File: config.mk
export PLATFORM = sky130hd
export DESIGN_NAME = bcsa_eru_seq
export DESIGN_NICKNAME = d
export VERILOG_FILES = /design/src/rtl/bcsa_eru_seq.sv
export SDC_FILE = /design/constraint.sdc
export NUM_CORES = 1
export LEC_CHECK = 0
export ABC_AREA = 1
export CORE_AREA = 2 2 131 133
export DETAILED_ROUTE_END_ITERATION = 8
export DIE_AREA = 0 0 133 135
export HOLD_SLACK_MARGIN = 0.1
export MAX_ROUTING_LAYER = met4
export PLACE_DENSITY_LB_ADDON = 0.05
export SLEW_MARGIN = 10
export SYNTH_ARGS = -nofsm -noshare
export SYNTH_HDL_FRONTEND = slang
export SYNTH_SLANG_ARGS = --single-unit
File: constraint.sdc
create_clock -name clk -period 4.3 [get_ports clk]
set_input_delay 0.86 -clock clk [delete_from_list [all_inputs] [get_ports clk]]
set_output_delay 0.86 -clock clk [all_outputs]
set_load 0.03 [all_outputs]
File: src/rtl/bcsa_eru_seq.sv
// Handshaked block-carry-speculative adder with error-reduction unit and optional correction cycle.
// Optional feature: define BCSA_ERU_ERRCNT_EN to build the saturating error counter (err_cnt_o, cnt_clr_i).
module bcsa_eru_seq #(
  parameter int WIDTH = 32,
  parameter int BLK   = 8,
  parameter int CNT_W = 16
) (
  input  logic             clk,
  input  logic             rst,
  input  logic             in_valid_i,
  output logic             in_ready_o,
  input  logic [WIDTH-1:0] a_i,
  input  logic [WIDTH-1:0] b_i,
  input  logic             exact_mode_i,
  output logic             out_valid_o,
  input  logic             out_ready_i,
  output logic [WIDTH:0]   sum_o,
  output logic             err_o,
  input  logic             cnt_clr_i,
  output logic [CNT_W-1:0] err_cnt_o
);

  localparam int NBLK = WIDTH / BLK;

  typedef enum logic [1:0] {
    S_IDLE,
    S_EVAL,
    S_FIX,
    S_OUT
  } state_e;

  // Sum-of-products carry lookahead: every carry depends only on g, p and cin.
  function automatic logic [BLK:0] cla_add(input logic [BLK-1:0] x,
                                           input logic [BLK-1:0] y,
                                           input logic           cin);
    logic [BLK-1:0] gp;
    logic [BLK-1:0] pp;
    logic [BLK:0]   c;
    logic           term_p;
    gp     = x & y;
    pp     = x ^ y;
    c      = '0;
    c[0]   = cin;
    term_p = 1'b1;
    for (int i = 0; i < BLK; i++) begin
      c[i+1] = 1'b0;
      term_p = 1'b1;
      for (int k = i; k >= 0; k--) begin
        c[i+1] = c[i+1] | (gp[k] & term_p);
        term_p = term_p & pp[k];
      end
      c[i+1] = c[i+1] | (cin & term_p);
    end
    return {c[BLK], pp ^ c[BLK-1:0]};
  endfunction

  function automatic logic [WIDTH:0] bcsa_add(input logic [WIDTH-1:0] x,
                                              input logic [WIDTH-1:0] y);
    logic [WIDTH-1:0] p;
    logic [WIDTH-1:0] g;
    logic [WIDTH:0]   res;
    logic [BLK:0]     blk_r;
    logic [BLK:0]     prev_r;
    logic             cadd;
    logic             sel;
    logic             cj;
    logic             carry;
    p      = x ^ y;
    g      = x & y;
    res    = '0;
    blk_r  = cla_add(x[BLK-1:0], y[BLK-1:0], 1'b0);
    res[BLK-1:0] = blk_r[BLK-1:0];
    carry  = blk_r[BLK];
    prev_r = blk_r;
    for (int j = 1; j < NBLK; j++) begin
      // Local carry of the block below with cin = 0, not the rippled one.
      prev_r = cla_add(x[(j-1)*BLK +: BLK], y[(j-1)*BLK +: BLK], 1'b0);
      cadd   = prev_r[BLK];
      sel    = g[j*BLK-1] | (~x[j*BLK] & ~y[j*BLK]);
      cj     = sel ? g[j*BLK-1] : cadd;
      blk_r  = cla_add(x[j*BLK +: BLK], y[j*BLK +: BLK], cj);
      res[j*BLK +: BLK] = blk_r[BLK-1:0];
      res[j*BLK] = (p[j*BLK] ^ cj) | (~p[j*BLK] & ~g[j*BLK] & cadd);
      carry  = blk_r[BLK];
    end
    res[WIDTH] = carry;
    return res;
  endfunction

  state_e           state_q, state_d;
  logic [WIDTH-1:0] a_q, a_d;
  logic [WIDTH-1:0] b_q, b_d;
  logic             exact_q, exact_d;
  logic [WIDTH:0]   sum_q, sum_d;
  logic             err_q, err_d;
  logic             out_valid_q, out_valid_d;
  logic [WIDTH:0]   approx_w;
  logic [WIDTH:0]   exact_w;
  logic             spec_err_w;
  logic             cnt_inc_w;

  assign approx_w   = bcsa_add(a_q, b_q);
  assign exact_w    = {1'b0, a_q} + {1'b0, b_q};
  assign spec_err_w = (approx_w != exact_w);

  assign in_ready_o  = (state_q == S_IDLE) | ((state_q == S_OUT) & out_ready_i);
  assign out_valid_o = out_valid_q;
  assign sum_o       = sum_q;
  assign err_o       = err_q;

  always_comb begin
    // NOTE: every signal gets a default first so no path leaves it unassigned (no latches).
    state_d     = state_q;
    a_d         = a_q;
    b_d         = b_q;
    exact_d     = exact_q;
    sum_d       = sum_q;
    err_d       = err_q;
    out_valid_d = out_valid_q;
    cnt_inc_w   = 1'b0;
    unique case (state_q)
      S_IDLE: begin
        if (in_valid_i) begin
          a_d     = a_i;
          b_d     = b_i;
          exact_d = exact_mode_i;
          state_d = S_EVAL;
        end
      end
      S_EVAL: begin
        cnt_inc_w = spec_err_w;
        if (spec_err_w && exact_q) begin
          state_d = S_FIX;
        end else begin
          sum_d       = approx_w;
          err_d       = spec_err_w;
          out_valid_d = 1'b1;
          state_d     = S_OUT;
        end
      end
      S_FIX: begin
        sum_d       = exact_w;
        err_d       = 1'b1;
        out_valid_d = 1'b1;
        state_d     = S_OUT;
      end
      S_OUT: begin
        if (out_ready_i) begin
          out_valid_d = 1'b0;
          if (in_valid_i) begin
            a_d     = a_i;
            b_d     = b_i;
            exact_d = exact_mode_i;
            state_d = S_EVAL;
          end else begin
            state_d = S_IDLE;
          end
        end
      end
      default: state_d = S_IDLE;
    endcase
  end

  always_ff @(posedge clk or posedge rst) begin
    if (rst) begin
      state_q     <= S_IDLE;
      a_q         <= '0;
      b_q         <= '0;
      exact_q     <= 1'b0;
      sum_q       <= '0;
      err_q       <= 1'b0;
      out_valid_q <= 1'b0;
    end else begin
      // NOTE: non-blocking so all registers update from the same pre-edge values.
      state_q     <= state_d;
      a_q         <= a_d;
      b_q         <= b_d;
      exact_q     <= exact_d;
      sum_q       <= sum_d;
      err_q       <= err_d;
      out_valid_q <= out_valid_d;
    end
  end

`ifdef BCSA_ERU_ERRCNT_EN
  logic [CNT_W-1:0] err_cnt_q, err_cnt_d;

  // Clear beats a same-cycle increment; the count sticks at all-ones.
  always_comb begin
    err_cnt_d = err_cnt_q;
    if (cnt_clr_i) begin
      err_cnt_d = '0;
    end else if (cnt_inc_w && (err_cnt_q != {CNT_W{1'b1}})) begin
      err_cnt_d = err_cnt_q + CNT_W'(1);
    end
  end

  always_ff @(posedge clk or posedge rst) begin
    if (rst) begin
      err_cnt_q <= '0;
    end else begin
      err_cnt_q <= err_cnt_d;
    end
  end

  assign err_cnt_o = err_cnt_q;
`else
  logic unused_cnt_w;
  assign unused_cnt_w = cnt_clr_i | cnt_inc_w;
  assign err_cnt_o    = '0;
`endif

endmodule

==> results of run 1 <==
metrics by stage:
step | setup WS [ns] | util
finish | 0.567 | 0.539
global route | 0.135 | 0.539
CTS | 0.517 | 0.539
detailed placement | 0.521 | 0.520
global placement | 0.550 | 0.520
floorplan | 0.765 | -
logic make-up after synthesis:
kind of cell    count (synthesis)  share of synthesized area
mux                            60                     0.0915
simple gates                  463                      0.264
xor+xnor                       39                     0.0464
flops                         102                      0.346
other cells                     1                   0.000509
compound gates                106                     0.0795
buf+inv                       150                     0.0896
fa+ha+maj                      46                     0.0822
flip-flops by register name, indices dropped and copies added (netlist names):
name	flops
a_q	32
b_q	32
err_o	1
exact_q	1
out_valid_o	1
state_q	2
sum_o	33
area by class of cell:
cell class              count  area [µm²]
inverters                 106         400
clock buffers              11         253
clock inverters             5        57.6
well taps                 220         275
fillers                  1569        7560
flip-flops and latches    102        2550
repair buffers            109        1090
multi-input cells         730        4210
metal layers:
layer / routed length, µm / GRT usage / vias to the layer above
met1: 9140 / 0.304 / 2847
met5: 0 / - / -
met3: 653 / 0.0270 / 19
met4: 293 / 0.0657 / 0
met2: 7490 / 0.318 / 128
li1: - / - / 3257
worst paths after layout:
kind / from / endpoint
max in group asynchronous: rst / a_q[9]
max: a_q[15] / sum_o[12]
min in group asynchronous: rst / out_valid_o
min reg2reg: sum_o[11] / sum_o[11]
min: sum_o[11] / sum_o[11]
max reg2reg: a_q[15] / sum_o[12]
worst max-delay path: cells and delay by family, from the launching register on:
kind,cells,cell delay [ns]
buffers and inverters,2,0.16
adder cells (fa/ha/maj),2,0.84
AND/OR/NAND/NOR,13,1.63
flip-flops,1,0.38
AO/OA/AOI/OAI,3,0.61
placed cells by master, fill, tap and decap left out, types with 34 or more instances in the layout:
master / n
o21ai_0: 34
mux2_2: 59
nand3_1: 82
nand2_1: 292
inv_1: 93
clkdlybuf4s50_1: 104
nor2_1: 58
dfrtp_1: 102
ha_1: 42
a21oi_1: 49
==> metrics.md, run 1 <==
| Metric | Value |
|---|---|
| # resized after CTS | 0 |
| Fin crit share | 0.868 |
| Post-synthesis to final-layout area growth | 20.0% |
| CTS H-tree lvls | 3 |
| Drt via density | 4.87 |
| Clk pin slew, worst setup/hold paths | roughly 0.070 ns |
| Final Max Tran Viols | 0 |
| Mapped Cells | 967 |
| Final min period | about 3.7 ns |
| Mapped cell area | ~7400 µm² |
| Vias in the first global route | ~6000 |
| Postcts setup bufs | 0 |
| Core area | 16400 µm² |
| Design area | between 8000 and 9000 µm² |
| Setup-failing EPs final | 0 |
| Synth Warn # | 0 |
| Asr flop ratio synth | 1.00 |
| Final nets | approximately 1200 |
| Num CTS Buffers | 9 |
| Largest net degree at the start of global routing | 59 |
| WL/cell | 13.7 µm |
| Fin. Hold Viols | 0 |
| Input/output buffers | roughly 100 |
| CP endpoint kind | register |
| CP cell instances | ha_1 -> a21oi_1 -> inv_1 -> a21oi_1 -> nand2_2 -> nand2_1 -> nand2_2 -> fa_1 -> a21oi_1 -> inv_1 -> nand2_1 -> nand2_1 -> nor2_1 -> nand4_1 -> nor2_2 -> nand2_2 -> nand3_4 -> nand2_4 -> nand2_1 -> nand2_1 |
| Total grt overflow | 0 |
| Via count of the routed design | about 6300 |
| Distinct cells, synth | 43 |
| CTS tree | yes |
| Max frequency | 268 MHz |
| Post-route non-filler standard cell count | 1283 |
| Critical path arrival | 3.98 ns |
| Synth cell count leaders | nand2_1 (292), dfrtp_1 (102), inv_1 (94) |
| Mapped Avg Cell Area | 7.62 µm² |
| Post-synth EDFFs | 0 |
| DRC viols | 0 |
| Top cells by area, synth | dfrtp_1 (35%), nand2_1 (15%), mux2_2 (9.0%) |
| Most frequent CP cell | nand2_1 |
| First-iteration detailed-routing DRC count | 434 |
| Diode count | 0 |
| First-pass GRT wire length | ~30000 µm |
| Placed Area | 8530 µm² |
| RSZ-0062 raised after global routing | no |
| Starting density of the core | 0.449 |
| DRT Pass-1 Iters | 5 |
| Rows | 47 |
| Die area | 18000 µm² |
| Clock Latency Late Sink | roughly 0.36 ns |
| Sequential fraction of the synthesis area | 0.346 |
| FF-to-FF path depth | 20 |
| Flops & latches, synth | 102 |
| Vert. Die Dim | 135 µm |
| Critical path required time | 4.54 ns |
| Status | finished, final reports clean |
| Slowest cell on the critical path | fa_1 |
| Critical path type | reg2reg |
| Root buffer cell | clkbuf_16 |
| Least-Margin Pin Slew | 0.840 ns |
| Synth top area share | 0.346 |
| Cell taking the most area after synthesis | dfrtp_1 |
| Routed WL | 17600 µm |
| Clock Path Buffers | 2 |
| Num ports | 122 |
| Most numerous cell in the Yosys netlist | nand2_1 |
| Initial antenna violation count | 0 |
| Antenna viol nets, final | 0 |
| Top_reg_cell synth | dfrtp_1 |
| Hold Slack | 0.472 ns |
| Number of cells on the worst hold path | 2 |
| Max Fanout on Critical Path | 34 |
| CTS Hold Bufs | 0 |
| Slew Limit Headroom | 0.437 |
| Placed insts | approximately 1300 |
| Worst hold path class | reg2reg |
| Max stage delay on crit path | ~0.44 ns |
| Share of post-route cells with drive strength above 1 | 0.108 |
| Die W | 133 µm |
| Flop-to-flop setup slack | 0.57 ns |
| Gr usage total | 0.213 |
| Placed wire-length estimate | 13900 µm |
| GPL Wtd Cong | 0.930 |
| CTS sink cnt | 102 |
| Clock Skews | 0.00849 ns |
| MaxCap Viol Count | 0 |
| Startpoint types | register |
| Setup_tns | 0 ns |
Power of run 1 is not shown: default switching activity piles up to over one toggle a cycle in this logic, so the estimate is an artifact.
==> inputs of run 2 (changes only) <==
CORE_AREA = 2 2 138 127   (was 2 2 131 133)
DIE_AREA = 0 0 140 129   (was 0 0 133 135)
SKIP_LAST_GASP = 1   (was default)
clock period = 4.64 ns   (was 4.3 ns; I/O delays follow)
==> metrics.md, run 2 (synthesis gave the netlist of run 1 again) <==
| Metric | Value |
|---|---|
| Placed wire-length estimate | 13800 µm (-0.87%) |
| WL/cell | 13.6 µm (-0.61%) |
| DRT Pass-1 Iters | 8 (+3) |
| Clock Latency Late Sink | 0.36 ns (about the same) |
| CTS H-tree lvls | 3 (unchanged) |
| Critical path type | reg2reg |
| Clock Skews | 0.00439 ns (-0.00411 ns) |
| CTS Hold Bufs | 0 (unchanged) |
| Max FFs per register | 33 (unchanged) |
| Num CTS Buffers | 9 (unchanged) |
| Clk pin slew, worst setup/hold paths | 0.07 ns (about the same) |
| CTS sink cnt | 102 (unchanged) |
| Status | finished, violations left |
| Gr usage total | 0.211 (-0.00223) |
| Placed insts | 1259 (-0.63%) |
| Final Max Tran Viols | 0 (unchanged) |
| Root buffer cell | clkbuf_16 |
| Share of post-route cells with drive strength above 1 | 0.109 (+0.000838) |
| Clock Path Buffers | 2 (unchanged) |
| Most common cell after layout, fill and taps aside | nand2_1 |
| Starting density of the core | 0.444 (-0.00548) |
| Commonest cells after routing, fill and taps aside | nand2_1 (292), clkdlybuf4s50_1 (104), dfrtp_1 (102), inv_1 (93), nand3_1 (82) |
| Final nets | 1175 (+0.085%) |
| Diode count | 0 (unchanged) |
| Max frequency | 256 MHz (-4.5%) |
| Post-route non-filler standard cell count | 1275 (-0.62%) |
| Dpl ws | 0.733 ns (+0.211 ns) |
| Final min period | 3.91 ns (+0.174 ns) |
| Routed WL | 17400 µm (-1.2%) |
| Fin. Hold Viols | 0 (unchanged) |
| Initial antenna violation count | 0 (unchanged) |
| Failing checks | DRC |
| CTS tree | yes |
| Num ports | 122 (unchanged) |
| Vert. Die Dim | 129 µm (-4.4%) |
| Slew Limit Headroom | 0.530 (+0.0934) |
| Startpoint types | register |
| Util after Layout | 0.530 (-0.00929) |
| Post-synthesis to final-layout area growth | 19.4% |
| Fill cell count | 1670 (+6.4%) |
| Core area | 16600 µm² (+1.2%) |
| Antenna viol nets, final | 0 (unchanged) |
| Total grt overflow | 0 (unchanged) |
| Setup ws final | 0.733 ns (+0.166 ns) |
| Critical path required time | 4.89 ns (+0.35 ns) |
| DRC viols | 17 (+17) |
| Rows | 45 (-4.3%) |
| Least-Margin Pin Slew | 0.705 ns (-0.135 ns) |
| Vias in the first global route | 5914 (-2.7%) |
| Input/output buffers | 104 (unchanged) |
| GPL Wtd Cong | 0.930 (about the same) |
| Worst hold path class | reg2reg |
| Max Fanout on Critical Path | 37 (+8.8%) |
| Setup-failing EPs final | 0 (unchanged) |
| # resized after CTS | 0 (unchanged) |
| Die W | 140 µm (+5.3%) |
| Critical path arrival | 4.15 ns (+0.17 ns) |
| First-pass GRT wire length | 29600 µm (-0.58%) |
| Drt via density | 4.97 (+2.1%) |
| Via count of the routed design | 6343 (+1.5%) |
| Setup_tns | 0 ns (unchanged) |
| MaxCap Viol Count | 0 (unchanged) |
| Largest net degree at the start of global routing | 53 (-10%) |
| Die area | 18100 µm² (+0.58%) |
| CP endpoint kind | register |
| RSZ-0062 raised after global routing | no |
| First-iteration detailed-routing DRC count | 458 (+5.5%) |
| Postcts setup bufs | 0 (unchanged) |
| Fin crit share | 0.842 (-0.0261) |
-- run 2: cell count changes in the layout (fill, tap and decap cells not counted) --
cell / before / now
clkinv_4: 2 / 0
bufinv_16: 1 / 0
buf_12: 1 / 0
buf_4: 4 / 6
clkinvlp_4: 0 / 2
inv_6: 0 / 2
clkbuf_8: 2 / 1
-- run 2: final timing paths --
path                            from         to  slack, ns  cells after the start
max in group asynchronous        rst    a_q[13]       2.83                      3
hold / removal             sum_o[20]  sum_o[20]       0.47                      2
hold reg to reg            sum_o[20]  sum_o[20]       0.47                      2
setup / recovery             b_q[10]   sum_o[7]       0.73                     22
setup reg to reg             b_q[10]   sum_o[7]       0.73                     22
min in group asynchronous        rst   sum_o[1]       1.02                      2
-- run 2: per-stage QoR --
stage | hold WS [ns] | instance area (µm²)
after global placement | 0.453 | 8520
after detailed placement | 0.458 | 8520
after floorplan | 0.484 | 7430
after CTS | 0.476 | 8800
after global routing | 0.484 | 8800
final | 0.471 | 8800
-- run 2: per-layer routing --
metal  share of wire  GRT usage  routed length [µm]  vias to the layer above
li1                -          -                   -                     3266
met2            0.40      0.308                6970                      163
met1            0.53      0.312                9260                     2901
met4           0.010     0.0481                 182                        0
met3           0.054     0.0305                 946                       13
met5               0          -                   0                        -
-- run 2: area by class of cell --
| cell class | count | area, µm² | share of cell area |
|---|---|---|---|
| clock buffer | 10 | 239 | 0.0272 |
| multi-input combinational | 730 | 4210 | 0.479 |
| timing repair buffer | 110 | 1090 | 0.123 |
| clock inverter | 6 | 42.5 | 0.00484 |
| sequential | 102 | 2550 | 0.290 |
| inverter | 106 | 400 | 0.0455 |
| tap | 211 | 264 | 0.0300 |
-- run 2: critical path: stages, from the launching register on --
cell     delay [ns]
dfrtp_1        0.39
ha_1           0.44
nand2_1        0.17
inv_2          0.07
nand2_1        0.05
nand2_1        0.10
nand2_1        0.08
nand2_2        0.09
nand2_1        0.06
nand2_2        0.14
fa_1           0.43
a21oi_1        0.19
inv_1          0.08
nand2_1        0.07
nand2_1        0.07
nor2_1         0.12
nand4_1        0.11
nor2_2         0.16
nand2_2        0.10
nand3_4        0.32
nand2_4        0.33
nand2_1        0.15
nand2_1        0.06
Power of run 2 is left out for the same reason.
==> inputs of run 3 (changes only) <==
clock period = 3.2 ns   (was 4.64 ns; I/O delays follow)
==> metrics.md, run 3 (synthesis gave the netlist of run 1 again) <==
| Metric | Value |
|---|---|
| Slew Limit Headroom | 0.322 (-0.208) |
| Clk pin slew, worst setup/hold paths | 0.07 ns (about the same) |
| Die W | 140 µm (unchanged) |
| Least-Margin Pin Slew | 1.02 ns (+0.312 ns) |
| Area occupied by registers | 2550 µm² (unchanged) |
| Final nets | 1237 (+5.3%) |
| Max frequency | 322 MHz (+26%) |
| GPL Wtd Cong | 0.918 (-1.3%) |
| Startpoint types | register |
| Input/output buffers | 104 (unchanged) |
| Util after Layout | 0.586 (+0.0564) |
| Critical path arrival | 3.36 ns (-0.79 ns) |
| Antenna viol nets, final | 0 (unchanged) |
| RSZ-0062 raised after global routing | yes |
| Commonest cells after routing, fill and taps aside | nand2_1 (258), clkdlybuf4s50_1 (104), dfrtp_1 (102), inv_1 (93), nand3_1 (79) |
| Placed Area | 8880 µm² (+4.3%) |
| MaxCap Viol Count | 0 (unchanged) |
| CP endpoint kind | register |
| Fin. Hold Viols | 0 (unchanged) |
| Critical path type | reg2reg |
| Status | finished, violations left |
| CTS sink cnt | 102 (unchanged) |
| Post-synthesis to final-layout area growth | 32.1% |
| Placed wire-length estimate | 14100 µm (+2.4%) |
| Final Max Tran Viols | 0 (unchanged) |
| First-pass GRT wire length | 30200 µm (+2.1%) |
| Gr usage total | 0.217 (+0.00544) |
| Max FFs per register | 33 (unchanged) |
| Setup-failing EPs final | 0 (unchanged) |
| Hold Slack | 0.483 ns (+0.0113 ns) |
| Design area | 9730 µm² (+11%) |
| Share of post-route cells with drive strength above 1 | 0.211 (+0.102) |
| CTS H-tree lvls | 3 (unchanged) |
| Fin crit share | 0.971 (+0.129) |
| Diode count | 0 (unchanged) |
| Worst hold path class | reg2reg |
| Routed WL | 18700 µm (+7.8%) |
| Starting density of the core | 0.444 (unchanged) |
| Largest net degree at the start of global routing | 103 (+94%) |
| Vias in the first global route | 6127 (+3.6%) |
| CTS tree | yes |
| Most common cell after layout, fill and taps aside | nand2_1 |
| Drt via density | 4.93 (-0.97%) |
| Via count of the routed design | 6582 (+3.8%) |
| Setup_tns | 0 ns (unchanged) |
| DRC viols | 13 (-4) |
| Clock Path Buffers | 2 (unchanged) |
| Vert. Die Dim | 129 µm (unchanged) |
| Root buffer cell | clkbuf_16 |
| Total grt overflow | 0 (unchanged) |
| DRT Pass-1 Iters | 9 (+1) |
| Initial antenna violation count | 0 (unchanged) |
| Failing checks | DRC |
| Max Fanout on Critical Path | 8 (-78%) |
| Num ports | 122 (unchanged) |
| Fill cell count | 1552 (-7.1%) |
| Core area | 16600 µm² (unchanged) |
| Num CTS Buffers | 9 (unchanged) |
| WL/cell | 14.0 µm (+2.9%) |
| Clock Latency Late Sink | 0.36 ns (about the same) |
| Clock Skews | 0.00562 ns (+0.00123 ns) |
| Wl on met1 | 9490 µm (+2.5%) |
| Die area | 18100 µm² (unchanged) |
| Detail Route met2 WL | 8090 µm (+16%) |
| Top Metal Used | met4 |
| Critical path required time | 3.45 ns (-1.44 ns) |
| Multi-input logic area | 4570 µm² (+8.5%) |
| Rows | 45 (unchanged) |
| Final min period | 3.11 ns (-0.799 ns) |
| First-iteration detailed-routing DRC count | 359 (-22%) |
| Met3 Wirelength | 872 µm (-7.8%) |
[run 3: stage by stage]
step	worst slack, ns	cells
2_1_floorplan	0.182	982
3_3_place_gp	0.00730	1306
3_5_place_dp	-0.0338	1306
4_1_cts	0.000798	1322
5_1_grt	-0.132	1336
6_report	0.0918	1336
[run 3: worst max-delay path: stages, from the launching register on]
cell,delay (ns)
dfrtp_1,0.42
ha_4,0.26
a21oi_1,0.14
inv_1,0.07
a21oi_2,0.14
nand2_2,0.07
nand2_2,0.06
nand2_2,0.05
fa_1,0.46
a21oi_2,0.14
inv_1,0.07
nand2_1,0.08
nand2_2,0.06
nor2_2,0.11
nand4_1,0.11
nor2_2,0.13
nand2_2,0.09
nand3_4,0.09
buf_12,0.17
nand2_4,0.10
nand2_1,0.12
nand2_1,0.06
[run 3: final cells by class]
| type | count | area share |
|---|---|---|
| Multi-Input combinational cell | 734 | 0.469 |
| Clock inverter | 5 | 0.00848 |
| Tap cell | 211 | 0.0271 |
| Timing Repair Buffer | 168 | 0.167 |
| Clock buffer | 10 | 0.0246 |
| Sequential cell | 102 | 0.262 |
| Inverter | 106 | 0.0413 |
[run 3: routing by layer]
metal | global-route usage | vias to the layer above
li1 | - | 3395
met1 | 0.309 | 3011
met2 | 0.320 | 160
met3 | 0.0328 | 16
met4 | 0.0654 | 0
met5 | - | -
[run 3: path summary, 6_finish.rpt]
check | endpoint | slack (ns) | cells after the start | startpoint
min | out_valid_o | 0.48 | 2 | out_valid_o
max | sum_o[1] | 0.09 | 21 | a_q[15]
max reg2reg | sum_o[1] | 0.09 | 21 | a_q[15]
min in group asynchronous | b_q[2] | 0.78 | 3 | rst
max in group asynchronous | a_q[23] | 2.01 | 3 | rst
min reg2reg | out_valid_o | 0.48 | 2 | out_valid_o
[run 3: repair_timing]
item,CTS,global route
setup endpoints to repair,34,36
gates cloned,1,6
setup buffers,0,8
hold buffers,0,0
pin swaps,0,31
resized for setup,5,69
Power of run 3 is left out for the same reason.
==> RTL edit 1: new RTL, config.mk and constraints of run 3 <==
Add a define of `BCSA_ERU_ERRCNT_EN`.
--- a/src/rtl/bcsa_eru_seq.sv
+++ b/src/rtl/bcsa_eru_seq.sv
@@ -1,5 +1,7 @@
 // Handshaked block-carry-speculative adder with error-reduction unit and optional correction cycle.
 // Optional feature: define BCSA_ERU_ERRCNT_EN to build the saturating error counter (err_cnt_o, cnt_clr_i).
+`define BCSA_ERU_ERRCNT_EN
+
 module bcsa_eru_seq #(
   parameter int WIDTH = 32,
   parameter int BLK   = 8,
Behaviour: not the same (Yosys sat finds a counterexample within 4 cycles, from zero or initial values and one cycle with rst high).
==> RTL edit 1 against run 3 <==
- the flow still finishes with violations (DRC)
- setup slack worse by 0.029 ns
- critical path depth fell by 2
- final area grew 16%
- sequential share of layout area fell by 0.063 points
- wire length increased by 19%
- maximum frequency fell by 0.92%
- highest routed layer unchanged
- largest cell class unchanged
- critical endpoint is now sum_o[30]
- synthesized area rose by 14%
- sequential cell count is 16 higher
- count of clock-buffer cells in the layout up 11
Power is not shown: default switching activity piles up to over one toggle a cycle in this logic, so the estimate is an artifact.
==> RTL edit 1: results (changes against run 3) <==
synth:
  ys_types: 48  # +12%
  netlist.area_leader.share_pct: 35.1  # +0.51 points
  yosys-top-cells-area: "dfrtp_1 (35%), nand2_1 (13%), mux2_2 (7.9%)"
  synthAdderAreaFrac_pct: 7.36  # -0.86 points
  synthXorXnorAreaFrac_pct: 5.06  # +0.43 points
  synth_common_cells: "nand2_1 (287), dfrtp_1 (118), inv_1 (110), nand3_1 (110), nor2_1 (70)"
  synth.mux.area_fraction_pct: 8.03  # -1.1 points
  seq_area_frac_synth_pct: 35.1  # +0.51 points
routing:
  routed.top_layer: "met4"
  wl_um: 22300  # +19%
  met3WireLength_um: 1270  # +46%
  wl_met2_um: 9960  # +23%
  drc: 8  # -5
  vias: 7750  # +18%
  drtPass1Iterations: 7  # -2
  dr.first_iter.drc_count: 459  # +28%
timing:
  relSlewSlack_pct: 32.8  # +0.51 points
  finClkSkew_ns: 0.00763  # +0.00200 ns
  whs_ns: 0.473  # -0.00928 ns
global_routing:
  use_met2_pct: 38.3  # +6.3 points
  first_global_vias: 7419  # +21%
  antenna_found_initial: 0  # unchanged
  grt_pass1_wl_um: 36000  # +19%
  grt_util_met3_pct: 4.61  # +1.3 points
critical_path:
  r2r_slack_ns: 0.06  # -0.03 ns
  r2r-end: "sum_o[30]"
  cpPeakStageDelay_ns: 0.51  # +0.05 ns
  reg2regPathDepth: 19  # -9.5%
  timing.rr.start: "a_q[0]"
clocking:
  clock_latency_ns: 0.42  # +0.06 ns
  cts.htree.levels: 4  # +1
  numCtsBuffers: 17  # +8
  clkTransAtPathRegs_ns: 0.05  # -0.02 ns
cells_and_area:
  nonClockInverterCount: 114  # +7.5%
  multi_input_area_share_pct: 46.6  # -0.36 points
  drive_gt1_share_pct: 22.2  # +1.1 points
  num-clock-buffers: 21  # +11
  seq_share_pct: 26.2  # -0.063 points
  multi_input_gates: 820  # +12%
  finalNetCount: 1376  # +11%
  clk_share_pct: 4.43  # +1.1 points
  buf_share_pct: 16.6  # -0.089 points
  nFillCells: 1383  # -11%
  buffers: 188  # +12%
outcome:
  violations: "DRC"
  outcome: "complete, but fails checks"
placed_design:
  hpwlAfterDp_um: 15900  # +13%
  dp_slack_ns: -0.121  # -0.0868 ns
  io_buffer_count: 121  # +16%
worst_hold_path:
  hold_path_end: "sum_o[30]"
  min_from: "sum_o[30]"
RTL edit 1: cell count changes in the layout (fill, tap and decap cells not counted), moves of 6 or more:
cell,before,now
ha_1,33,25
dfrtp_1,102,117
nand3b_1,3,10
conb_1,16,0
inv_2,11,4
a21oi_1,39,45
clkdlybuf4s50_1,104,121
clkbuf_16,11,19
ha_4,9,17
nand2_2,42,59
nor2_1,56,68
inv_1,93,108
nand3_1,79,106
nor3_1,2,11
RTL edit 1: stage by stage:
stage | instances | cell area (µm²)
2_1_floorplan | 1080 | 8410
3_3_place_gp | 1432 | 10100
3_5_place_dp | 1432 | 10100
4_1_cts | 1466 | 10800
5_1_grt | 1479 | 11300
6_report | 1479 | 11300
RTL edit 1: repair_timing:
action,4_1_cts,5_1_grt
gates cloned,3,5
buffers inserted,3,8
resized for setup,10,69
pin swaps,3,29
setup endpoints to repair,45,52
==> RTL edit 2: new RTL, settings of run 3 <==
Without the edit above. `sum_q` no longer has a reset.
--- a/src/rtl/bcsa_eru_seq.sv
+++ b/src/rtl/bcsa_eru_seq.sv
@@ -167,7 +167,6 @@
       a_q         <= '0;
       b_q         <= '0;
       exact_q     <= 1'b0;
-      sum_q       <= '0;
       err_q       <= 1'b0;
       out_valid_q <= 1'b0;
     end else begin
@@ -176,10 +175,13 @@
       a_q         <= a_d;
       b_q         <= b_d;
       exact_q     <= exact_d;
-      sum_q       <= sum_d;
       err_q       <= err_d;
       out_valid_q <= out_valid_d;
     end
+  end
+
+  always_ff @(posedge clk) begin
+    sum_q <= sum_d;
   end
 
 `ifdef BCSA_ERU_ERRCNT_EN
Behaviour: differs if rst is asserted again (counterexample within 4 cycles, from zero or initial values and one cycle with rst high); with rst held inactive, the same outputs for 4 cycles.
==> RTL edit 2 against run 3 <==
- the run ends with DRC, setup timing left
- count of clock-buffer cells in the layout increased by 3
- synthesized cell count shrank 14%
- largest cell class unchanged
- synthesized area decreased by 4.8%
- global-route usage rose by 0.86 points
- sequential cell count is the same
- critical path depth is 2 higher
- first-iteration DRC count fell by 21%
- highest routed layer unchanged
- wire length is 3.9% higher
- setup slack got worse by 0.18 ns
- final area fell by 0.80%
Power is left out: the tool's default activity adds up to more than one toggle a clock period on the data nets, which glitch-free logic cannot reach.
==> RTL edit 2: results (changes against run 3) <==
synth:
  seq_area_frac_synth_pct: 38.8  # +4.1 points
  synth_common_cells: "nand2_1 (212), inv_1 (93), dfrtp_1 (69)"
  ys_types: 44  # +2.3%
  synth_cells: 831  # -14%
  async_reset_ff_share_pct: 67.6  # -32 points
  synth_edf_count: 33  # +33
routing:
  drtPass1Iterations: 7  # -2
  drc: 10  # -3
  wl_um: 19400  # +3.9%
  vias_per_cell: 4.91  # -0.24%
  vias: 6163  # -6.4%
timing:
  setup_violations: 34  # +34
  fin_setup_tns_ns: -2.24  # -2.24 ns
  setup_slack_ns: -0.0859  # -0.178 ns
  finClkSkew_ns: 0.00475  # -0.000871 ns
  whs_ns: 0.493  # +0.0104 ns
cells_and_area:
  nFillCells: 1507  # -2.9%
  multi_input_area_share_pct: 42.0  # -4.9 points
  multi_input_gates: 616  # -16%
  finalNetCount: 1154  # -6.7%
  nonClockInverterCount: 95  # -10%
  buf_share_pct: 20.3  # +3.6 points
  num-clock-buffers: 13  # +3
  buffers: 214  # +27%
  clk_share_pct: 3.08  # -0.22 points
  seq_share_pct: 28.2  # +1.9 points
  drive_gt1_share_pct: 24.8  # +3.8 points
outcome:
  violations: "DRC, setup timing"
  outcome: "complete, but fails checks"
critical_path:
  cp_max_fo: 7  # -1
  startpoint: "a_q[1]"
  cpPeakStageDelay_ns: 0.44  # -0.02 ns
  crit_end: "sum_o[30]"
placed_design:
  routabilityCongestion: 0.936  # +2.0%
  hpwlAfterDp_um: 15100  # +7.3%
  dp_slack_ns: -0.129  # -0.0954 ns
global_routing:
  grt_usage_pct: 22.5  # +0.86 points
  grt_pass1_wl_um: 31300  # +3.5%
==> RTL edit 2: changes by cell type after synthesis, moves of 9 or more <==
cell	before	now
dfrtp_1	102	69
edfxtp_1	0	33
inv_2	11	2
nand2_1	292	212
nand3_1	82	38
nor2_1	58	42
==> RTL edit 2: cells by family after synthesis <==
group / count (synthesis) / share of synthesized area, %
mux: 60 / 9.62
simple gates: 335 / 20.4
buf+inv: 128 / 7.78
flops: 102 / 38.8
fa+ha+maj: 46 / 8.64
other cells: 1 / 0.0535
xor+xnor: 40 / 5.00
compound gates: 119 / 9.72
==> RTL edit 2: metal layers <==
layer / GRT usage, % / share of wire, % / vias up
met4: 4.99 / 1.3 / 0
met3: 3.80 / 3.7 / 18
li1: - / - / 3130
met1: 29.2 / 48 / 2893
met5: - / 0 / -
met2: 37.5 / 47 / 122
==> RTL edit 2: what timing repair did <==
action,CTS,global route
setup endpoints to repair,33,35
buffers inserted,11,5
gates cloned,1,2
pin swaps,0,10
resized for setup,9,17
